--- src/rtl/multicycle_control.sv ---
// Main control FSM for the multi-cycle RV32I-subset datapath: sequences fetch,
// decode, execute, memory and writeback, with a memory-wait watchdog and sticky fault.
module multicycle_control #(
  parameter int unsigned MEM_WAIT_MAX = 15,
  parameter int unsigned CNT_W        = 4
) (
  input  logic       clk,
  input  logic       rst_n,
  input  logic [6:0] opcode,
  input  logic       zero,
  input  logic       mem_ready,
  output logic       mem_req,
  output logic       MemRead,
  output logic       MemWrite,
  output logic       IorD,
  output logic       IRWrite,
  output logic       PCWrite,
  output logic       PCWriteCond,
  output logic       PCSource,
  output logic       ALUSrcA,
  output logic [1:0] ALUSrcB,
  output logic [1:0] ALUOp,
  output logic       RegWrite,
  output logic       MemtoReg,
  output logic       instr_done,
  output logic       fault,
  output logic [1:0] fault_code
);

  localparam logic [6:0] OP_R      = 7'b0110011;
  localparam logic [6:0] OP_I      = 7'b0010011;
  localparam logic [6:0] OP_LOAD   = 7'b0000011;
  localparam logic [6:0] OP_STORE  = 7'b0100011;
  localparam logic [6:0] OP_BRANCH = 7'b1100011;

  localparam logic [CNT_W-1:0] WAIT_LIMIT = CNT_W'(MEM_WAIT_MAX);
  localparam logic [1:0] FC_ILLEGAL = 2'b01;
  localparam logic [1:0] FC_TIMEOUT = 2'b10;

  typedef enum logic [3:0] {
    S_FETCH, S_DECODE, S_R_EXEC, S_I_EXEC, S_ALU_WB, S_MEM_ADDR,
    S_MEM_READ, S_LOAD_WB, S_MEM_WRITE, S_BRANCH, S_FAULT
  } state_t;

  state_t           state, state_d;
  logic [CNT_W-1:0] wait_cnt, wait_cnt_d;
  logic [1:0]       fault_code_q, fault_code_d;
  logic             mem_state;
  logic             timeout;

  // The zero flag qualifies PCWriteCond inside the datapath, not here.
  logic unused_zero;
  assign unused_zero = zero;

  assign mem_state  = (state == S_FETCH) || (state == S_MEM_READ) || (state == S_MEM_WRITE);
  assign timeout    = (MEM_WAIT_MAX != 0) && mem_state && !mem_ready && (wait_cnt == WAIT_LIMIT);
  assign fault_code = fault_code_q;

  // State, wait counter and sticky fault code.
  always_ff @(posedge clk or negedge rst_n) begin
    if (!rst_n) begin
      state        <= S_FETCH;
      wait_cnt     <= '0;
      fault_code_q <= 2'b00;
    end else begin
      state        <= state_d;
      wait_cnt     <= wait_cnt_d;
      fault_code_q <= fault_code_d;
    end
  end

  // Next state; the counter only runs while a memory state is stalled.
  always_comb begin
    state_d      = state;
    fault_code_d = fault_code_q;
    wait_cnt_d   = (mem_state && !mem_ready) ? wait_cnt + CNT_W'(1) : '0;
    unique case (state)
      S_FETCH, S_MEM_READ, S_MEM_WRITE: begin
        if (mem_ready) begin
          unique case (state)
            S_FETCH:    state_d = S_DECODE;
            S_MEM_READ: state_d = S_LOAD_WB;
            default:    state_d = S_FETCH;
          endcase
        end else if (timeout) begin
          state_d      = S_FAULT;
          fault_code_d = FC_TIMEOUT;
        end
      end
      S_DECODE: begin
        unique case (opcode)
          OP_R:               state_d = S_R_EXEC;
          OP_I:               state_d = S_I_EXEC;
          OP_LOAD, OP_STORE:  state_d = S_MEM_ADDR;
          OP_BRANCH:          state_d = S_BRANCH;
          default: begin
            state_d      = S_FAULT;
            fault_code_d = FC_ILLEGAL;
          end
        endcase
      end
      S_R_EXEC, S_I_EXEC: state_d = S_ALU_WB;
      S_MEM_ADDR:         state_d = (opcode == OP_LOAD) ? S_MEM_READ : S_MEM_WRITE;
      S_ALU_WB, S_LOAD_WB, S_BRANCH: state_d = S_FETCH;
      S_FAULT:            state_d = S_FAULT;
      default:            state_d = S_FETCH;
    endcase
  end

  // Control outputs decoded from state; a few memory-state strobes wait on mem_ready.
  always_comb begin
    mem_req     = 1'b0;
    MemRead     = 1'b0;
    MemWrite    = 1'b0;
    IorD        = 1'b0;
    IRWrite     = 1'b0;
    PCWrite     = 1'b0;
    PCWriteCond = 1'b0;
    PCSource    = 1'b0;
    ALUSrcA     = 1'b0;
    ALUSrcB     = 2'b00;
    ALUOp       = 2'b00;
    RegWrite    = 1'b0;
    MemtoReg    = 1'b0;
    instr_done  = 1'b0;
    fault       = 1'b0;
    unique case (state)
      S_FETCH: begin
        mem_req = 1'b1;
        MemRead = 1'b1;
        ALUSrcB = 2'b01;
        IRWrite = mem_ready;
        PCWrite = mem_ready;
      end
      S_DECODE: ALUSrcB = 2'b10;
      S_R_EXEC: begin
        ALUSrcA = 1'b1;
        ALUOp   = 2'b10;
      end
      S_I_EXEC: begin
        ALUSrcA = 1'b1;
        ALUSrcB = 2'b10;
        ALUOp   = 2'b10;
      end
      S_ALU_WB: begin
        RegWrite   = 1'b1;
        instr_done = 1'b1;
      end
      S_MEM_ADDR: begin
        ALUSrcA = 1'b1;
        ALUSrcB = 2'b10;
      end
      S_MEM_READ: begin
        mem_req = 1'b1;
        MemRead = 1'b1;
        IorD    = 1'b1;
      end
      S_LOAD_WB: begin
        RegWrite   = 1'b1;
        MemtoReg   = 1'b1;
        instr_done = 1'b1;
      end
      S_MEM_WRITE: begin
        mem_req    = 1'b1;
        MemWrite   = 1'b1;
        IorD       = 1'b1;
        instr_done = mem_ready;
      end
      S_BRANCH: begin
        ALUSrcA     = 1'b1;
        ALUOp       = 2'b01;
        PCWriteCond = 1'b1;
        PCSource    = 1'b1;
        instr_done  = 1'b1;
      end
      S_FAULT: fault = 1'b1;
      default: ;
    endcase
  end

endmodule

--- config.mk ---
export PLATFORM = sky130hd
export DESIGN_NAME = multicycle_control
export DESIGN_NICKNAME = d
export VERILOG_FILES = /design/src/rtl/multicycle_control.sv
export SDC_FILE = /design/constraint.sdc
export NUM_CORES = 1
export LEC_CHECK = 0
export BUFFER_PORTS_ARGS = -buffer_cell sky130_fd_sc_hd__clkbuf_2
export CAP_MARGIN = 20
export CORE_MARGIN = 2
export CORE_UTILIZATION = 30
export CTS_BUF_LIST = sky130_fd_sc_hd__clkbuf_16
export CTS_CLUSTER_SIZE = 28
export DETAILED_ROUTE_END_ITERATION = 16
export GPL_ROUTABILITY_DRIVEN = 1
export GPL_TIMING_DRIVEN = 0
export PLACE_DENSITY = 0.62
export SLEW_MARGIN = 20
export SYNTH_ARGS = -nofsm -noshare
export SYNTH_HDL_FRONTEND = slang
export SYNTH_SLANG_ARGS = --single-unit
--- constraint.sdc ---
create_clock -name clk -period 2.71 [get_ports clk]
set_input_delay 0 -clock clk [delete_from_list [all_inputs] [get_ports clk]]
set_output_delay 0 -clock clk [all_outputs]
set_load 0.03 [all_outputs]
==> metrics.txt, run 1 <==
# TYPE chip_impl_metric gauge
chip_impl_info{name="cts.root.buffer_cell",value="clkbuf_16"} 1
chip_impl_info{name="timing.hold.worst.class",value="in2reg"} 1
chip_impl_info{name="rsz0062_at_grt",value="no"} 1
chip_impl_metric{name="layout-area-overhead-vs-synth",unit="%"} 35.32
chip_impl_metric{name="drv_slew",unit=""} 0
chip_impl_metric{name="finalWirelength",unit="µm"} 1848
chip_impl_info{name="kind_of_start_point_of_the_critical_path",value="flop"} 1
chip_impl_metric{name="std_cell_rows",unit=""} 18
chip_impl_metric{name="antennaDiodeCount",unit=""} 0
chip_impl_metric{name="detailedPlacementHpwl",unit="µm"} 1411
chip_impl_metric{name="ys_types",unit=""} 37
chip_impl_metric{name="synth.yosys.seq_area_share",unit="%"} 33.17
chip_impl_info{name="worstReg2RegEnd",value="state[3]$_DFFE_PN0P_"} 1
chip_impl_metric{name="detail_route.iter0.violations",unit=""} 23
chip_impl_metric{name="global_route.overflow_total",unit=""} 0
chip_impl_info{name="endpoint_kind",value="output pin"} 1
chip_impl_metric{name="numPortBuffers",unit=""} 28
chip_impl_info{name="critical_path_class",value="reg2out"} 1
chip_impl_metric{name="totalNegativeSetupSlack",unit="ps"} 0
chip_impl_metric{name="synth_area_per_cell",unit="µm²"} 8.201
chip_impl_metric{name="reg2reg_setup_slack",unit="ps"} 1160
chip_impl_metric{name="final_critical_path_setup_slack",unit="ps"} 911.3
chip_impl_metric{name="cts.path.max_buffers",unit=""} 2
chip_impl_metric{name="dr.pass1.iters",unit=""} 4
chip_impl_metric{name="post-route-drc-count",unit=""} 0
chip_impl_metric{name="routed_via_density",unit=""} 5.084
chip_impl_metric{name="placement.cell_area",unit="µm²"} 932.1
chip_impl_metric{name="cp_data_required_time",unit="ps"} 2710
chip_impl_metric{name="timing.final.setup_violations",unit=""} 0
chip_impl_metric{name="clkSinkCount",unit=""} 10
chip_impl_metric{name="grt_pass1_vias",unit=""} 646
chip_impl_metric{name="worstPathArrival",unit="ps"} 1800
chip_impl_info{name="commonest_non_fill_non_tap_cells_in_the_layout",value="28 x clkbuf_2, 16 x nor2_1, 10 x dfrtp_1, 6 x nand2b_1"} 1
chip_impl_metric{name="finalClockSkew",unit="ps"} 3.137
chip_impl_metric{name="antenna_found_initial",unit=""} 0
chip_impl_metric{name="post_route_cells_drive_above_1_share",unit="%"} 33.60
chip_impl_metric{name="numCtsBuffers",unit=""} 3
chip_impl_info{name="hold_path_end",value="state[0]$_DFFE_PN0P_"} 1
chip_impl_metric{name="avgRoutedWirePerCell",unit="µm"} 11.92
chip_impl_metric{name="post-route-cell-area",unit="µm²"} 1021
chip_impl_metric{name="post_syn_nets",unit=""} 104
chip_impl_metric{name="critical_path_peak_fanout",unit=""} 10
chip_impl_metric{name="synth_warnings",unit=""} 0
chip_impl_metric{name="globalRouteMet1Util",unit="%"} 19.32
chip_impl_metric{name="clk_pin_slew_worst_paths",unit="ps"} 40
chip_impl_metric{name="design.die.area",unit="µm²"} 2932
chip_impl_metric{name="final.period_utilization",unit="%"} 66.37
chip_impl_metric{name="pin_count",unit=""} 30
chip_impl_metric{name="timing.final.crit_period",unit="ps"} 1799
chip_impl_info{name="grt-busiest-layer",value="met2"} 1
chip_impl_metric{name="synth_edf_count",unit=""} 0
chip_impl_metric{name="grt.met3_usage",unit="%"} 1.667
chip_impl_metric{name="leakage",unit="nW"} 0.5002
chip_impl_info{name="most_common_library_cell_in_the_layout_ignoring_fill_and_taps",value="clkbuf_2"} 1
chip_impl_metric{name="dr_total_vias",unit=""} 788
chip_impl_metric{name="die_x",unit="µm"} 54.15
chip_impl_metric{name="grtUsageTotal",unit="%"} 13.82
chip_impl_metric{name="async_flop_share",unit="%"} 100.0
chip_impl_metric{name="clock_tree.htree_level_count",unit=""} 1
chip_impl_metric{name="coreArea",unit="µm²"} 2432
chip_impl_metric{name="finish.utilization",unit="%"} 41.98
chip_impl_metric{name="tightest_slew",unit="ps"} 469.0
chip_impl_metric{name="worst_slew_margin_rel",unit="%"} 68.53
chip_impl_metric{name="ir_worst_vdd",unit="V"} 0.0004974
chip_impl_metric{name="layout.cells.non_filler",unit=""} 155
chip_impl_metric{name="post-place-cells",unit=""} 150
chip_impl_metric{name="num-nets-final",unit=""} 138
chip_impl_metric{name="placement.setup.worst_slack",unit="ps"} 1147
chip_impl_metric{name="max_cap_violations",unit=""} 0
chip_impl_metric{name="floorplan.die.height",unit="µm"} 54.15
chip_impl_metric{name="clk_latency",unit="ps"} 240
chip_impl_info{name="tritoncts_clock_tree",value="done"} 1
chip_impl_metric{name="syn-instance-count",unit=""} 92
chip_impl_metric{name="hold-path-cell-count",unit=""} 2
chip_impl_metric{name="initial_utilization",unit="%"} 31.02
chip_impl_metric{name="post_synth_instance_area",unit="µm²"} 754.5
chip_impl_metric{name="grt_pass1_wl",unit="µm"} 2911
chip_impl_info{name="hold_path_startpoint",value="mem_ready"} 1
chip_impl_metric{name="finalHoldViolations",unit=""} 0
chip_impl_metric{name="synth.ff_latch_count",unit=""} 10
chip_impl_metric{name="power-per-cell-area",unit="nW/µm²"} 1241
chip_impl_metric{name="grt_start_max_net_pins",unit=""} 11
chip_impl_metric{name="r2r.worst_path.cells",unit=""} 4
chip_impl_info{name="dominantRegCellSynth",value="dfrtp_1"} 1
chip_impl_info{name="run_status",value="complete, no violations"} 1
chip_impl_metric{name="ant_nets",unit=""} 0
chip_impl_metric{name="met2_track_demand_over_resource",unit="%"} 20.08
chip_impl_info{name="r2r_start",value="state[2]$_DFFE_PN0P_"} 1
chip_impl_metric{name="clock.fmax",unit="GHz"} 0.5560
chip_impl_metric{name="routabilityCongestion",unit=""} 0.9119
-- critical path: stages, from the launching register on --
cell	delay, ps
dfrtp_1	390
clkbuf_1	380
nand2_1	240
nor2_1	230
buf_4	130
clkbuf_2	190
-- metal layers --
layer	vias to the layer above	routed length [µm]
li1	394	-
met1	359	861
met2	33	818
met3	2	151
met4	0	17
met5	-	0
-- where the power goes --
part | internal (mW) | switching (mW) | leakage (nW)
Combinational | 0.264 | 0.521 | 0.332
Clock | 0.193 | 0.0661 | 0.0385
Sequential | 0.188 | 0.0342 | 0.129
Total | 0.645 | 0.621 | 0.500
-- worst max-delay path by stage --
stage	startpoint	end	slack, ps	cells past startpoint
final	state[3]$_DFFE_PN0P_	PCWriteCond	910	5
after global routing	state[3]$_DFFE_PN0P_	ALUOp[0]	700	5
after CTS	state[3]$_DFFE_PN0P_	PCWriteCond	900	5
after detailed placement	state[1]$_DFFE_PN0P_	state[0]$_DFFE_PN0P_	1150	5
after global placement	state[1]$_DFFE_PN0P_	state[0]$_DFFE_PN0P_	1160	5
after floorplan	state[3]$_DFFE_PN0P_	PCWrite	400	4
-- stage by stage --
stage                     total power [mW]  hold slack (ps)
after CTS                            1.272            75.17
after global routing                 1.367            96.83
final                                1.267            80.22
after detailed placement             1.006           -123.9
after global placement              0.9941           -132.5
after floorplan                     0.8109           -295.6
-- logic make-up (layout without fill, tap and decap cells) --
| family | after synthesis | count (layout) | synth area share, % |
|---|---|---|---|
| AOI/OAI and AO/OA | 26 | 26 | 25.04 |
| xor gates and xnor gates | 3 | 3 | 3.483 |
| adders and majority gates | 1 | 1 | 1.658 |
| buffers and inverters | 12 | 45 | 8.788 |
| DFF | 10 | 10 | 33.17 |
| and+or+nand+nor | 40 | 40 | 27.86 |
-- cells in the mapped netlist (all sizes together) (3+ instances only) --
cell     n  area (µm²)
a21o     3       22.52
a21oi    4       20.02
buf      7       47.54
dfrtp   10       250.2
inv      4       15.01
nand2b   6       37.54
nor2    16       60.06
nor3     4       20.02
o21ai    5       25.02
o22ai    3       18.77
-- what timing repair did --
item | in CTS | in global routing
hold endpoints to repair | 10 | 0
hold buffers | 1 | 0
resized for setup | 0 | 0
setup buffers | 0 | 0
-- flip-flops by register name, indices dropped and copies added (netlist names) --
name / cells
wait_cnt: 4
state: 4
fault_code: 2
-- cell type report --
class	count	area (µm²)
plain buffers	8	51.30
clock buffers	3	75.07
clock inverters	1	3.754
fillers	256	1411
inverters	4	15.01
multi-input cells	70	437.9
flip-flops and latches	10	250.2
well taps	30	37.54
repair buffers	29	150.1
Power figures use the tool's default switching activity.
==> inputs of run 2 (changes only) <==
--- a/config.mk
+++ b/config.mk
@@ -14,7 +14,7 @@
 export DETAILED_ROUTE_END_ITERATION = 16
 export GPL_ROUTABILITY_DRIVEN = 1
 export GPL_TIMING_DRIVEN = 0
-export PLACE_DENSITY = 0.62
+export PLACE_DENSITY = 0.64
 export SLEW_MARGIN = 20
 export SYNTH_ARGS = -nofsm -noshare
 export SYNTH_HDL_FRONTEND = slang
==> constraint.sdc (replaced) <==
create_clock -name clk -period 1.6 [get_ports clk]
set_input_delay 0 -clock clk [delete_from_list [all_inputs] [get_ports clk]]
set_output_delay 0 -clock clk [all_outputs]
set_load 0.03 [all_outputs]
==> metrics.txt, run 2 (same netlist as run 1, synthesis figures left out) <==
# TYPE chip_impl_metric gauge
chip_impl_info{name="kind_of_start_point_of_the_critical_path",value="flop"} 1
chip_impl_metric{name="numPortBuffers",unit=""} 28
chip_impl_metric{name="post-place-cells",unit=""} 150
chip_impl_metric{name="floorplan.die.height",unit="µm"} 54.15
chip_impl_info{name="run_status",value="complete, no violations"} 1
chip_impl_metric{name="global_route.overflow_total",unit=""} 0
chip_impl_metric{name="avgRoutedWirePerCell",unit="µm"} 12.25
chip_impl_metric{name="worst_slew_margin_rel",unit="%"} 74.42
chip_impl_metric{name="post_route_cells_drive_above_1_share",unit="%"} 43.31
chip_impl_info{name="critical_path_class",value="reg2reg"} 1
chip_impl_metric{name="layout-area-overhead-vs-synth",unit="%"} 47.10
chip_impl_metric{name="clk_latency",unit="ps"} 230
chip_impl_metric{name="pin_count",unit=""} 30
chip_impl_metric{name="timing.final.setup_violations",unit=""} 0
chip_impl_metric{name="ant_nets",unit=""} 0
chip_impl_metric{name="clk_pin_slew_worst_paths",unit="ps"} 40
chip_impl_metric{name="worstPathArrival",unit="ps"} 1700
chip_impl_info{name="tritoncts_clock_tree",value="done"} 1
chip_impl_metric{name="leakage",unit="nW"} 0.5324
chip_impl_metric{name="timing.hold.ws",unit="ps"} 98.96
chip_impl_metric{name="grt_pass1_vias",unit=""} 714
chip_impl_metric{name="post-route-drc-count",unit=""} 0
chip_impl_metric{name="routed_via_density",unit=""} 5.006
chip_impl_metric{name="finalWirelength",unit="µm"} 1924
chip_impl_metric{name="design.die.area",unit="µm²"} 2932
chip_impl_metric{name="finalClockSkew",unit="ps"} 4.028
chip_impl_metric{name="drv_slew",unit=""} 0
chip_impl_metric{name="routabilityCongestion",unit=""} 0.8318
chip_impl_metric{name="finalHoldViolations",unit=""} 0
chip_impl_metric{name="cp_data_required_time",unit="ps"} 1770
chip_impl_metric{name="std_cell_rows",unit=""} 18
chip_impl_metric{name="cts.path.max_buffers",unit=""} 2
chip_impl_metric{name="die_x",unit="µm"} 54.15
chip_impl_metric{name="coreArea",unit="µm²"} 2432
chip_impl_metric{name="layout.filler_cells",unit=""} 255
chip_impl_metric{name="numCtsBuffers",unit=""} 3
chip_impl_metric{name="antennaDiodeCount",unit=""} 0
chip_impl_metric{name="grt_pass1_wl",unit="µm"} 3174
chip_impl_metric{name="clock_tree.htree_level_count",unit=""} 1
chip_impl_metric{name="antenna_found_initial",unit=""} 0
chip_impl_metric{name="grtUsageTotal",unit="%"} 15.04
chip_impl_metric{name="clock.fmax",unit="GHz"} 0.6536
chip_impl_metric{name="layout.cells.non_filler",unit=""} 157
chip_impl_metric{name="dr.pass1.iters",unit=""} 4
chip_impl_metric{name="ir_worst_vdd",unit="V"} 0.001131
chip_impl_metric{name="detail_route.iter0.violations",unit=""} 18
chip_impl_info{name="most_common_library_cell_in_the_layout_ignoring_fill_and_taps",value="clkbuf_2"} 1
chip_impl_metric{name="grt_start_max_net_pins",unit=""} 11
chip_impl_metric{name="final.period_utilization",unit="%"} 95.62
chip_impl_metric{name="dr_total_vias",unit=""} 786
chip_impl_metric{name="detailedPlacementHpwl",unit="µm"} 1477
chip_impl_metric{name="num-nets-final",unit=""} 140
chip_impl_info{name="timing.hold.worst.class",value="in2reg"} 1
chip_impl_metric{name="tightest_slew",unit="ps"} 374.0
chip_impl_metric{name="clkSinkCount",unit=""} 10
chip_impl_info{name="endpoint_kind",value="flop"} 1
chip_impl_info{name="cts.root.buffer_cell",value="clkbuf_16"} 1
chip_impl_info{name="commonest_non_fill_non_tap_cells_in_the_layout",value="25 x clkbuf_2, 14 x nor2_1, 9 x dfrtp_1, 7 x buf_4, 5 x nand2b_1"} 1
chip_impl_metric{name="critical_path_peak_fanout",unit=""} 9
chip_impl_metric{name="timing.final.crit_period",unit="ps"} 1530
chip_impl_metric{name="max_cap_violations",unit=""} 0
chip_impl_metric{name="power-per-cell-area",unit="nW/µm²"} 2107
chip_impl_metric{name="initial_utilization",unit="%"} 31.02
==> run 2: changes by cell type in the layout (fill, tap and decap cells not counted), sizes merged <==
cell    change
clkbuf      -2
buf         +4
==> run 2: per-stage QoR <==
stage | total power [mW] | setup WS, ps | util [%] | setup TNS [ps] | area, µm²
2_1_floorplan | 1.430 | -92.03 | - | -275.7 | 777.0
5_1_grt | 2.510 | -2.213 | 45.63 | -2.213 | 1110
3_3_place_gp | 1.744 | 23.04 | 39.25 | 0 | 954.7
6_report | 2.338 | 70.01 | 45.63 | 0 | 1110
4_1_cts | 2.277 | 0.1766 | 43.98 | 0 | 1070
3_5_place_dp | 1.762 | -42.62 | 39.25 | -95.55 | 954.7
==> run 2: power breakdown <==
group          switching [mW]  total (mW)  internal [mW]
clock                   0.110       0.437          0.327
combinational           0.943        1.53          0.584
sequential             0.0537       0.374          0.320
total                    1.11        2.34           1.23
==> run 2: cell type report <==
class	instances	area (µm²)	area share, %
clock inverter	1	3.754	0.3382
inverter	4	15.01	1.353
clock buffer	3	75.07	6.764
multi-input combinational	70	476.7	42.95
tap	30	37.54	3.382
timing repair buffer	31	185.2	16.69
sequential	10	251.5	22.66
buffer	8	65.06	5.862
==> run 2: final timing paths <==
check                      depth (start not counted)             startpoint                    end  slack [ps]
max                                                5   state[1]$_DFFE_PN0P_   state[0]$_DFFE_PN0P_          70
min                                                2              mem_ready   state[0]$_DFFE_PN0P_         100
max reg2reg                                        5   state[1]$_DFFE_PN0P_   state[0]$_DFFE_PN0P_          70
min reg2reg                                        1  wait_cnt[0]$_DFF_PN0_  wait_cnt[0]$_DFF_PN0_         460
max in group asynchronous                          2                  rst_n   state[2]$_DFFE_PN0P_        1220
min in group asynchronous                          2                  rst_n  wait_cnt[3]$_DFF_PN0_         160
==> run 2: per-layer routing <==
metal  GRT usage [%]  wire length (µm)
met4           7.500                10
met2           25.10               905
met1           19.02               910
met5               0                 0
met3           1.667                97
==> run 2: critical path: stages, from the launching register on <==
cell and delay (ps):
dfrtp_1 380, nand2b_1 160, buf_6 140, or3_4 360
a2111oi_2 300, a21o_1 130
==> run 2: timing repair <==
item | in CTS | in global routing
endpoints found under the hold margin | 10 | 0
gates cloned | 0 | 0
endpoints found under the setup margin | 11 | 11
setup buffers | 0 | 2
gates resized for setup | 11 | 8
pin swaps | 0 | 0
hold buffers | 1 | 0
